--- src/rtl/lc3b_mc_control.sv ---
// lc3b_mc_control: multicycle control FSM for the LC-3b datapath.
// Sequences fetch / decode / execute for BR, ADD, AND, NOT, SHF, LEA, JMP,
// LDR and STR.  Every other opcode is retired as a NOP straight from DECODE.
//
// Ports
//   clk, rst_n            rising-edge clock, asynchronous active-low reset
//   opcode, ir5, ir4      IR[15:12], IR[5], IR[4] from the datapath
//   branch_enable         (IR[11:9] & CC) != 0
//   mem_resp              memory access complete
//   load_*                datapath register load enables
//   *_sel, aluop          datapath mux selects and ALU operation
//   mem_read, mem_write   memory strobes (never both high)
//   mem_byte_enable       constant 2'b11 (word accesses only)
//   timeout               one-cycle pulse, in the FETCH1 cycle that follows
//                         an abandoned memory access
//   fsm_state             current state, for debug and checkers
//
// Handshake: a memory access is presented by holding mem_read or mem_write
// high for as long as the FSM sits in FETCH2, S_LDR1 or S_STR2.  The access
// completes in the cycle where mem_resp is sampled high; mem_resp in any
// other state is ignored.  With MEM_TIMEOUT != 0 an access that has seen no
// mem_resp for MEM_TIMEOUT cycles is dropped and the FSM restarts at FETCH1.
module lc3b_mc_control #(
  parameter int unsigned MEM_TIMEOUT = 0
) (
  input  logic       clk,
  input  logic       rst_n,
  input  logic [3:0] opcode,
  input  logic       ir5,
  input  logic       ir4,
  input  logic       branch_enable,
  input  logic       mem_resp,
  output logic       load_pc,
  output logic       load_ir,
  output logic       load_regfile,
  output logic       load_mar,
  output logic       load_mdr,
  output logic       load_cc,
  output logic [1:0] pcmux_sel,
  output logic       storemux_sel,
  output logic [1:0] alumux_sel,
  output logic [1:0] regfilemux_sel,
  output logic       marmux_sel,
  output logic       mdrmux_sel,
  output logic [3:0] aluop,
  output logic       mem_read,
  output logic       mem_write,
  output logic [1:0] mem_byte_enable,
  output logic       timeout,
  output logic [4:0] fsm_state
);

  localparam logic [3:0] OP_BR  = 4'h0, OP_ADD = 4'h1, OP_AND = 4'h5,
                         OP_LDR = 4'h6, OP_STR = 4'h7, OP_NOT = 4'h9,
                         OP_JMP = 4'hC, OP_SHF = 4'hD, OP_LEA = 4'hE;

  localparam logic [3:0] ALU_ADD = 4'd0, ALU_AND = 4'd1, ALU_NOT = 4'd2,
                         ALU_PASS = 4'd3, ALU_SLL = 4'd4, ALU_SRL = 4'd5,
                         ALU_SRA = 4'd6;

  // Counter only needs to reach MEM_TIMEOUT-1.
  localparam int CW = (MEM_TIMEOUT > 2) ? $clog2(MEM_TIMEOUT) : 1;
  localparam logic [CW-1:0] LAST = (MEM_TIMEOUT == 0) ? '0 : CW'(MEM_TIMEOUT - 1);

  typedef enum logic [4:0] {
    FETCH1, FETCH2, FETCH3, DECODE,
    S_ADD, S_AND, S_NOT, S_SHF, S_BR, S_BR_TAKEN, S_LEA, S_JMP,
    S_CALC_ADDR, S_LDR1, S_LDR2, S_STR1, S_STR2
  } state_t;

  state_t        state, nxt;
  logic [CW-1:0] wait_cnt;
  logic          timeout_q;
  logic          mem_state, expired, abandon;

  assign mem_state = (state == FETCH2) || (state == S_LDR1) || (state == S_STR2);
  assign expired   = (MEM_TIMEOUT != 0) && (wait_cnt == LAST);
  assign abandon   = mem_state && !mem_resp && expired;

  always_comb begin
    nxt = state;
    case (state)
      FETCH1: nxt = FETCH2;
      FETCH2: begin
        if (mem_resp)     nxt = FETCH3;
        else if (expired) nxt = FETCH1;
      end
      FETCH3: nxt = DECODE;
      DECODE: begin
        case (opcode)
          OP_ADD:         nxt = S_ADD;
          OP_AND:         nxt = S_AND;
          OP_NOT:         nxt = S_NOT;
          OP_SHF:         nxt = S_SHF;
          OP_BR:          nxt = S_BR;
          OP_LEA:         nxt = S_LEA;
          OP_JMP:         nxt = S_JMP;
          OP_LDR, OP_STR: nxt = S_CALC_ADDR;
          default:        nxt = FETCH1;
        endcase
      end
      S_BR:        nxt = branch_enable ? S_BR_TAKEN : FETCH1;
      S_CALC_ADDR: nxt = (opcode == OP_STR) ? S_STR1 : S_LDR1;
      S_LDR1: begin
        if (mem_resp)     nxt = S_LDR2;
        else if (expired) nxt = FETCH1;
      end
      S_STR1: nxt = S_STR2;
      S_STR2: begin
        if (mem_resp || expired) nxt = FETCH1;
      end
      default: nxt = FETCH1;
    endcase
  end

  // State, wait counter and the timeout pulse.  Memory states are the only
  // self-loops, so "next == current" means "still waiting".
  always_ff @(posedge clk or negedge rst_n) begin
    if (!rst_n) begin
      state     <= FETCH1;
      wait_cnt  <= '0;
      timeout_q <= 1'b0;
    end else begin
      state     <= nxt;
      wait_cnt  <= (nxt == state) ? wait_cnt + CW'(1) : '0;
      timeout_q <= abandon;
    end
  end

  // Moore decode.  Gated by rst_n so strobes drop the moment reset asserts.
  always_comb begin
    load_pc        = 1'b0;
    load_ir        = 1'b0;
    load_regfile   = 1'b0;
    load_mar       = 1'b0;
    load_mdr       = 1'b0;
    load_cc        = 1'b0;
    pcmux_sel      = 2'd0;
    storemux_sel   = 1'b0;
    alumux_sel     = 2'd0;
    regfilemux_sel = 2'd0;
    marmux_sel     = 1'b0;
    mdrmux_sel     = 1'b0;
    aluop          = ALU_ADD;
    mem_read       = 1'b0;
    mem_write      = 1'b0;
    timeout        = 1'b0;
    if (rst_n) begin
      timeout = timeout_q;
      case (state)
        FETCH1: begin
          marmux_sel = 1'b1;
          load_mar   = 1'b1;
          load_pc    = 1'b1;
        end
        FETCH2, S_LDR1: begin
          mem_read   = 1'b1;
          mdrmux_sel = 1'b1;
          load_mdr   = 1'b1;
        end
        FETCH3: load_ir = 1'b1;
        S_ADD, S_AND: begin
          aluop        = (state == S_AND) ? ALU_AND : ALU_ADD;
          alumux_sel   = {1'b0, ir5};
          load_regfile = 1'b1;
          load_cc      = 1'b1;
        end
        S_NOT: begin
          aluop        = ALU_NOT;
          load_regfile = 1'b1;
          load_cc      = 1'b1;
        end
        S_SHF: begin
          alumux_sel   = 2'd3;
          aluop        = !ir4 ? ALU_SLL : (ir5 ? ALU_SRA : ALU_SRL);
          load_regfile = 1'b1;
          load_cc      = 1'b1;
        end
        S_BR_TAKEN: begin
          pcmux_sel = 2'd1;
          load_pc   = 1'b1;
        end
        S_LEA: begin
          regfilemux_sel = 2'd2;
          load_regfile   = 1'b1;
          load_cc        = 1'b1;
        end
        S_JMP: begin
          pcmux_sel = 2'd2;
          load_pc   = 1'b1;
        end
        S_CALC_ADDR: begin
          alumux_sel = 2'd2;
          load_mar   = 1'b1;
        end
        S_LDR2: begin
          regfilemux_sel = 2'd1;
          load_regfile   = 1'b1;
          load_cc        = 1'b1;
        end
        S_STR1: begin
          storemux_sel = 1'b1;
          aluop        = ALU_PASS;
          load_mdr     = 1'b1;
        end
        S_STR2: mem_write = 1'b1;
        default: ;
      endcase
    end
  end

  assign mem_byte_enable = 2'b11;
  assign fsm_state       = state;

endmodule

--- config.mk ---
export PLATFORM = sky130hd
export DESIGN_NAME = lc3b_mc_control
export DESIGN_NICKNAME = d
export VERILOG_FILES = /design/src/rtl/lc3b_mc_control.sv
export SDC_FILE = /design/constraint.sdc
export NUM_CORES = 1
export LEC_CHECK = 0
export ABC_AREA = 1
export BUFFER_PORTS_ARGS = -buffer_cell sky130_fd_sc_hd__buf_4
export CAP_MARGIN = 15
export CORE_UTILIZATION = 30
export CTS_BUF_LIST = sky130_fd_sc_hd__clkbuf_8
export DETAILED_ROUTE_END_ITERATION = 8
export GPL_TIMING_DRIVEN = 0
export PLACE_DENSITY = 0.67
export SLEW_MARGIN = 20
export SYNTH_ARGS = -nofsm -noshare
export SYNTH_HDL_FRONTEND = slang
export SYNTH_SLANG_ARGS = --single-unit
--- constraint.sdc ---
create_clock -name clk -period 1.3 [get_ports clk]
set_input_delay 0.39 -clock clk [delete_from_list [all_inputs] [get_ports clk]]
set_output_delay 0.39 -clock clk [all_outputs]
set_load 0.05 [all_outputs]
==> summary.md, run 1 <==
| Metric | Value |
|---|---|
| Final Power | `0.00342 W` |
| Starting Density | `32.9%` |
| Post-layout min period | `1.95 ns` |
| Die area | `2380 um^2` |
| Detail Placement HPWL | `1570 um` |
| Clock sink count | `5` |
| Endpoints failing setup | `29` |
| Max cap viols | `0` |
| Die height | `48.8 um` |
| CP Max Fanout | `6` |
| Gate power share | `79.7%` |
| Wl on met1 | `1250 um` |
| Htree depth | `1` |
| Peak Freq | `513 MHz` |
| Vias in the first global route | `roughly 1000` |
| Met3 wire length | `221 um` |
| Internal | `approximately 0.0016 W` |
| NetSw | `roughly 0.0019 W` |
| TritonCTS clock tree | `done` |
| CTS root buf | `clkbuf_8` |
| Drt total wl | `3440 um` |
| Area leader, netlist | `dfrtp_1` |
| Syn Std Cell Area | `roughly 660 um^2` |
| Worst Path Arrival | `1.56 ns` |
| Final nets | `188` |
| Final Hold Fails | `0` |
| Total number of vias | `1078` |
| Library cells used by synthesis | `24` |
| Peak supply drop | `0.00124 V` |
| Antenna violations before repair | `0` |
| Largest net degree at the start of global routing | `11` |
| LEAKAGE | `0.746 nW` |
| Share of cells above drive strength 1 | `69.5%` |
| Setup TNS | `-12.41 ns` |
| Worst slack, placed | `-0.775 ns` |
| Worst path required time | `0.91 ns` |
| Max Slew Vio Count | `0` |
| Mapped Cells | `~110` |
| Fin crit share | `150%` |
| First-pass GRT wire length | `roughly 4400 um` |
| Met2 wire length | `between 1500 and 2000 um` |
| Routability Congestion | `0.798` |
| Register-to-register setup slack | `-0.14 ns` |
| Yosys reg bits | `5` |
| I/O pin count | `39` |
| Total gr overflow | `0` |
| Sequential Power Share | `about 12%` |
| Setup Crit Path Kind | `register to primary output` |
| CTS clk-pin slew, worst paths | `0.03 ns` |
| TritonRoute pass-1 iters | `4` |
| PwrDens | `2030 nW/um^2` |
| CP Capture Type | `primary output` |
| Final antenna-violating net count | `0` |
| Status | `finished with violations` |
| Drt drc | `0` |
| DR vias/cell | `5.28` |
| Clock insertion delay at the later pin of the skew report | `0.22 ns` |
| Synth warnings | `0` |
| RSZ-0062 raised after global routing | `true` |
| Area Growth Syn to Fin | `156%` |
| Switching share of power | `a little over half` |
| Avg Inst Size Synth | `between 5 and 6 um^2` |
| Routed len/inst | `~17 um` |
| CP startpoint kind | `register` |
| Hold crit path type | `input pin to register` |
| # port buffers | `34` |
| FP Rows | `16` |
| Violated checks | `negative setup slack` |
| Core area | `2000 um^2` |
| Highest metal used | `met4` |
| GRT Total Usage | `24.0%` |
| DR iter-0 viols | `32` |
| Clock power frac | `8.0%` |
| Top-area cell type share of the netlist area | `around a fifth` |
| Sequential-to-total area share from yosys stat | `approximately a fifth` |
| Largest register FFs | `5` |
| Antenna cells | `0` |
| Longest Clk Path Bufs | `2` |
| Num CTS Buffers | `3` |
| Die width | `48.8 um` |
| Synth top area cells | `dfrtp_1, nor2_1, nand2_1` |
| Final WS setup | `-0.651 ns` |
| Setup Skew | `0.000776 ns` |
worst max-delay path: stages, from the launching register on:
cell	delay (ns)
dfrtp_4	0.55
nor2_4	0.15
nand4_1	0.25
nor2_2	0.21
buf_6	0.18
synthesized netlist by cell type:
cell type,count
a211oi_1,1
a21boi_0,1
a21oi_1,9
buf_4,6
clkbuf_1,1
conb_1,2
dfrtp_1,5
inv_1,14
inv_2,3
nand2_1,16
nand2_2,2
nand3_1,9
nand3_2,1
nand3_4,1
nand3b_1,2
nand4_1,2
nor2_1,23
nor2_2,1
nor2_4,3
nor3_1,2
nor4_1,1
o21ai_0,5
o21ai_1,1
o31ai_1,1
final timing paths:
check,end,cells after the start,startpoint
max in group asynchronous,fsm_state[3]$_DFFE_PN0P_,2,rst_n
worst min register to register,fsm_state[4]$_DFFE_PN0P_,3,fsm_state[4]$_DFFE_PN0P_
worst min-delay path,fsm_state[4]$_DFFE_PN0P_,2,mem_resp
worst max-delay path,pcmux_sel[0],4,fsm_state[2]$_DFFE_PN0P_
min in group asynchronous,fsm_state[2]$_DFFE_PN0P_,2,rst_n
worst max register to register,fsm_state[0]$_DFFE_PN0P_,6,fsm_state[2]$_DFFE_PN0P_
cell usage in the layout, fill, tap and decap left out, drive strengths merged, types with 2 or more instances in the layout:
master / Yosys / layout
a21oi: 9 / 9
buf: 6 / 64
clkbuf: 1 / 4
clkinv: 0 / 2
conb: 2 / 4
dfrtp: 5 / 5
inv: 17 / 15
nand2: 18 / 18
nand3: 11 / 11
nand3b: 2 / 2
nand4: 2 / 2
nor2: 27 / 27
nor3: 2 / 2
o21ai: 6 / 6
timing repair:
action                                  in CTS  in global routing
setup buffers                               16                 10
endpoints found under the setup margin      26                 30
hold buffers                                 1                  0
gates resized for setup                     55                 17
pin swaps                                   14                 12
endpoints found under the hold margin        5                  0
cells by family (layout without fill, tap and decap cells):
logic type             Yosys count  after routing  share of synthesized area [%]
AND/OR/NAND/NOR                 63             63                           47.9
buffers and inverters           24             87                           17.1
AO/OA/AOI/OAI                   18             18                           14.8
flip-flops                       5              5                           19.0
other                            2              4                           1.14
power by group through the flow:
stage	clock (W)	sequential, W	combinational, W
2_1_floorplan	0	0.000546	0.00119
3_3_place_gp	0	0.000389	0.00174
3_5_place_dp	0	0.000388	0.00175
4_1_cts	0.000282	0.000418	0.00235
5_1_grt	0.000295	0.000427	0.00282
6_report	0.000274	0.000421	0.00273
cell type report:
type                            count  area [um^2]
Buffer                              7         66.3
Clock buffer                        3         41.3
Clock inverter                      1         3.75
Fill cell                         109          319
Inverter                           17         90.1
Multi-Input combinational cell     85          714
Sequential cell                     5          141
Tap cell                           27         33.8
Timing Repair Buffer               59          592
per-stage QoR:
stage	hold slack, ns	cells	area [um^2]	utilization (%)
final	0.387	204	1680	84.1
after global placement	0.212	175	1170	58.5
after global routing	0.400	204	1680	84.1
after floorplan	0.0944	114	882	-
after detailed placement	0.213	175	1170	58.5
after CTS	0.399	196	1560	77.7
routing by layer:
metal	up-vias	global-route usage [%]
met5	-	0
met4	0	4.41
met3	22	5.61
met2	62	47.0
met1	514	26.0
li1	480	-
Power figures use the tool's default switching activity.
==> run 2, diff against run 1 <==
--- a/config.mk
+++ b/config.mk
@@ -6,13 +6,13 @@
 export NUM_CORES = 1
 export LEC_CHECK = 0
 export ABC_AREA = 1
-export BUFFER_PORTS_ARGS = -buffer_cell sky130_fd_sc_hd__buf_4
 export CAP_MARGIN = 15
-export CORE_UTILIZATION = 30
+export CORE_UTILIZATION = 29
 export CTS_BUF_LIST = sky130_fd_sc_hd__clkbuf_8
 export DETAILED_ROUTE_END_ITERATION = 8
+export DONT_BUFFER_PORTS = 1
 export GPL_TIMING_DRIVEN = 0
-export PLACE_DENSITY = 0.67
+export PLACE_DENSITY = 0.5
 export SLEW_MARGIN = 20
 export SYNTH_ARGS = -nofsm -noshare
 export SYNTH_HDL_FRONTEND = slang
==> run 2 against run 1 <==
Against the previous run: the run still ends with negative setup slack left; via count down 27%; worst setup slack worse by 0.31 ns; sequential cell count unchanged; die area up 3.3%; final cell count down 20%; utilization down 22 points; largest power group unchanged; clock power up 3%; largest cell class unchanged; clock-buffer cell count unchanged; combinational power down 30%; first-iteration DRC count down 75%; non-clock buffer count down 40.
==> summary.md, run 2 (synthesis gave the netlist of run 1 again) <==
| Metric | Value |
|---|---|
| FP Rows | `16` |
| Violated checks | `negative setup slack` |
| Longest Clk Path Bufs | `2` |
| CTS clk-pin slew, worst paths | `0.04 ns` |
| Fin crit share | `174%` |
| Clock insertion delay at the later pin of the skew report | `0.22 ns` |
| Register-to-register setup slack | `-0.19 ns` |
| Final Hold Fails | `0` |
| Clock sink count | `5` |
| Worst slack, placed | `-0.805 ns` |
| Fill cell count | `~190` |
| Met3 wire length | `160 um` |
| RSZ-0062 raised after global routing | `true` |
| Met2 wire length | `993 um` |
| Antenna violations before repair | `0` |
| Setup Crit Path Kind | `register to primary output` |
| PwrDens | `2180 nW/um^2` |
| Status | `finished with violations` |
| CP Capture Type | `primary output` |
| Final Power | `0.00278 W` |
| Final WS setup | `-0.958 ns` |
| Critical Path End | `load_regfile` |
| Reg2reg end | `fsm_state[1]$_DFFE_PN0P_` |
| Final antenna-violating net count | `0` |
| Worst path required time | `0.91 ns` |
| Drt total wl | `2090 um` |
| Detail Placement HPWL | `1530 um` |
| Post-layout min period | `2.26 ns` |
| Antenna cells | `0` |
| CTS root buf | `clkbuf_8` |
| Max Slew Vio Count | `0` |
| Final hold slack | `0.240 ns` |
| Wl on met1 | `about 920 um` |
| Routability Congestion | `roughly 0.81` |
| Total gr overflow | `0` |
| TritonRoute pass-1 iters | `3` |
| Routed len/inst | `12.7 um` |
| Peak supply drop | `0.00137 V` |
| TritonCTS clock tree | `done` |
| Vias in the first global route | `780` |
| Largest register FFs | `5` |
| Final nets | `148` |
| Placed Area | `approximately 920 um^2` |
| Drt drc | `0` |
| Endpoints failing setup | `25` |
| DR iter-0 viols | `8` |
| Htree depth | `1` |
| CP Launch Point | `fsm_state[0]$_DFFE_PN0P_` |
| Hold crit path type | `input pin to register` |
| Share of cells above drive strength 1 | `between 60 and 70%` |
| Non-Filler Cell Area, Final | `1280 um^2` |
| R2R depth | `8` |
| DR vias/cell | `4.77` |
| Setup Skew | `between 0.0004 and 0.0005 ns` |
| Die width | `slightly below 50 um` |
| Num CTS Buffers | `3` |
| Reg2reg start | `fsm_state[4]$_DFFE_PN0P_` |
| Area Growth Syn to Fin | `94.1%` |
| Die height | `49.6 um` |
| Total number of vias | `783` |
| Starting Density | `32.2%` |
| Worst Path Arrival | `1.87 ns` |
| Most frequent cells in the layout | `nor2_1, buf_4, nor2_4, nand2_1, inv_1` |
| First-pass GRT wire length | `~3600 um` |
| CP Max Fanout | `6` |
| Slew @ Worst Pin | `0.733 ns` |
| Relative slew slack | `50.8%` |
| # port buffers | `0` |
| CP startpoint kind | `register` |
| GRT Total Usage | `around a fifth` |
| Core area | `slightly above 2000 um^2` |
| Peak Freq | `443 MHz` |
| Highest metal used | `met4` |
| Largest net degree at the start of global routing | `11` |
| I/O pin count | `39` |
| Die area | `2460 um^2` |
| LEAKAGE | `0.523 nW` |
| Max cap viols | `0` |
## run 2: changes by cell type in the layout (fill, tap and decap cells not counted), sizes merged
cell / before / now
buf: 64 / 24
inv: 15 / 18
clkinv: 2 / 0
clkinvlp: 1 / 0
## run 2: cell type report
type | instances | area (um^2) | share of cell area, %
well taps | 27 | 33.8 | 2.64
clock inverters | 1 | 3.75 | 0.294
clock buffers | 3 | 41.3 | 3.23
multi-input cells | 85 | 717 | 56.1
plain buffers | 7 | 57.6 | 4.51
inverters | 17 | 81.3 | 6.37
repair buffers | 19 | 199 | 15.6
flip-flops and latches | 5 | 144 | 11.3
## run 2: worst max-delay path: stages, from the launching register on
cell,delay [ns]
dfrtp_4,0.59
nor2_4,0.17
inv_4,0.05
a211oi_4,0.58
buf_6,0.25
## run 2: worst min-delay path by stage
| stage | from | end | slack, ns | depth (start not counted) |
|---|---|---|---|---|
| after global routing | mem_resp | fsm_state[4]$_DFFE_PN0P_ | 0.24 | 1 |
| after global placement | rst_n | fsm_state[4]$_DFFE_PN0P_ | 0.09 | 0 |
| after detailed placement | rst_n | fsm_state[4]$_DFFE_PN0P_ | 0.09 | 0 |
| after floorplan | rst_n | fsm_state[4]$_DFFE_PN0P_ | 0.09 | 0 |
| final | mem_resp | fsm_state[4]$_DFFE_PN0P_ | 0.24 | 1 |
| after CTS | mem_resp | fsm_state[4]$_DFFE_PN0P_ | 0.25 | 1 |
## run 2: where the power goes
group / switching [W] / internal [W]
sequential: 0.000347 / 0.000240
combinational: 0.00120 / 0.000713
clock: 0.0000799 / 0.000203
## run 2: through the flow
stage | utilization, % | setup TNS, ns | std cells
final | 62.6 | -16.57 | 164
after floorplan | - | -9.85 | 114
after global routing | 62.6 | -17.97 | 164
after CTS | 58.6 | -16.66 | 161
after global placement | 44.9 | -11.81 | 141
after detailed placement | 44.9 | -12.06 | 141
## run 2: metal layers
layer,vias to the layer above,track usage (%)
met5,-,0
met4,0,5.71
met3,2,6.79
met2,25,32.7
met1,353,23.7
li1,403,-
## run 2: what timing repair did
| item | 4_1_cts | 5_1_grt |
|---|---|---|
| pin swaps | 18 | 15 |
| buffers inserted | 15 | 3 |
| setup endpoints to repair | 25 | 25 |
| resized for setup | 25 | 15 |
| hold endpoints to repair | 5 | 0 |
| hold buffers | 1 | 0 |
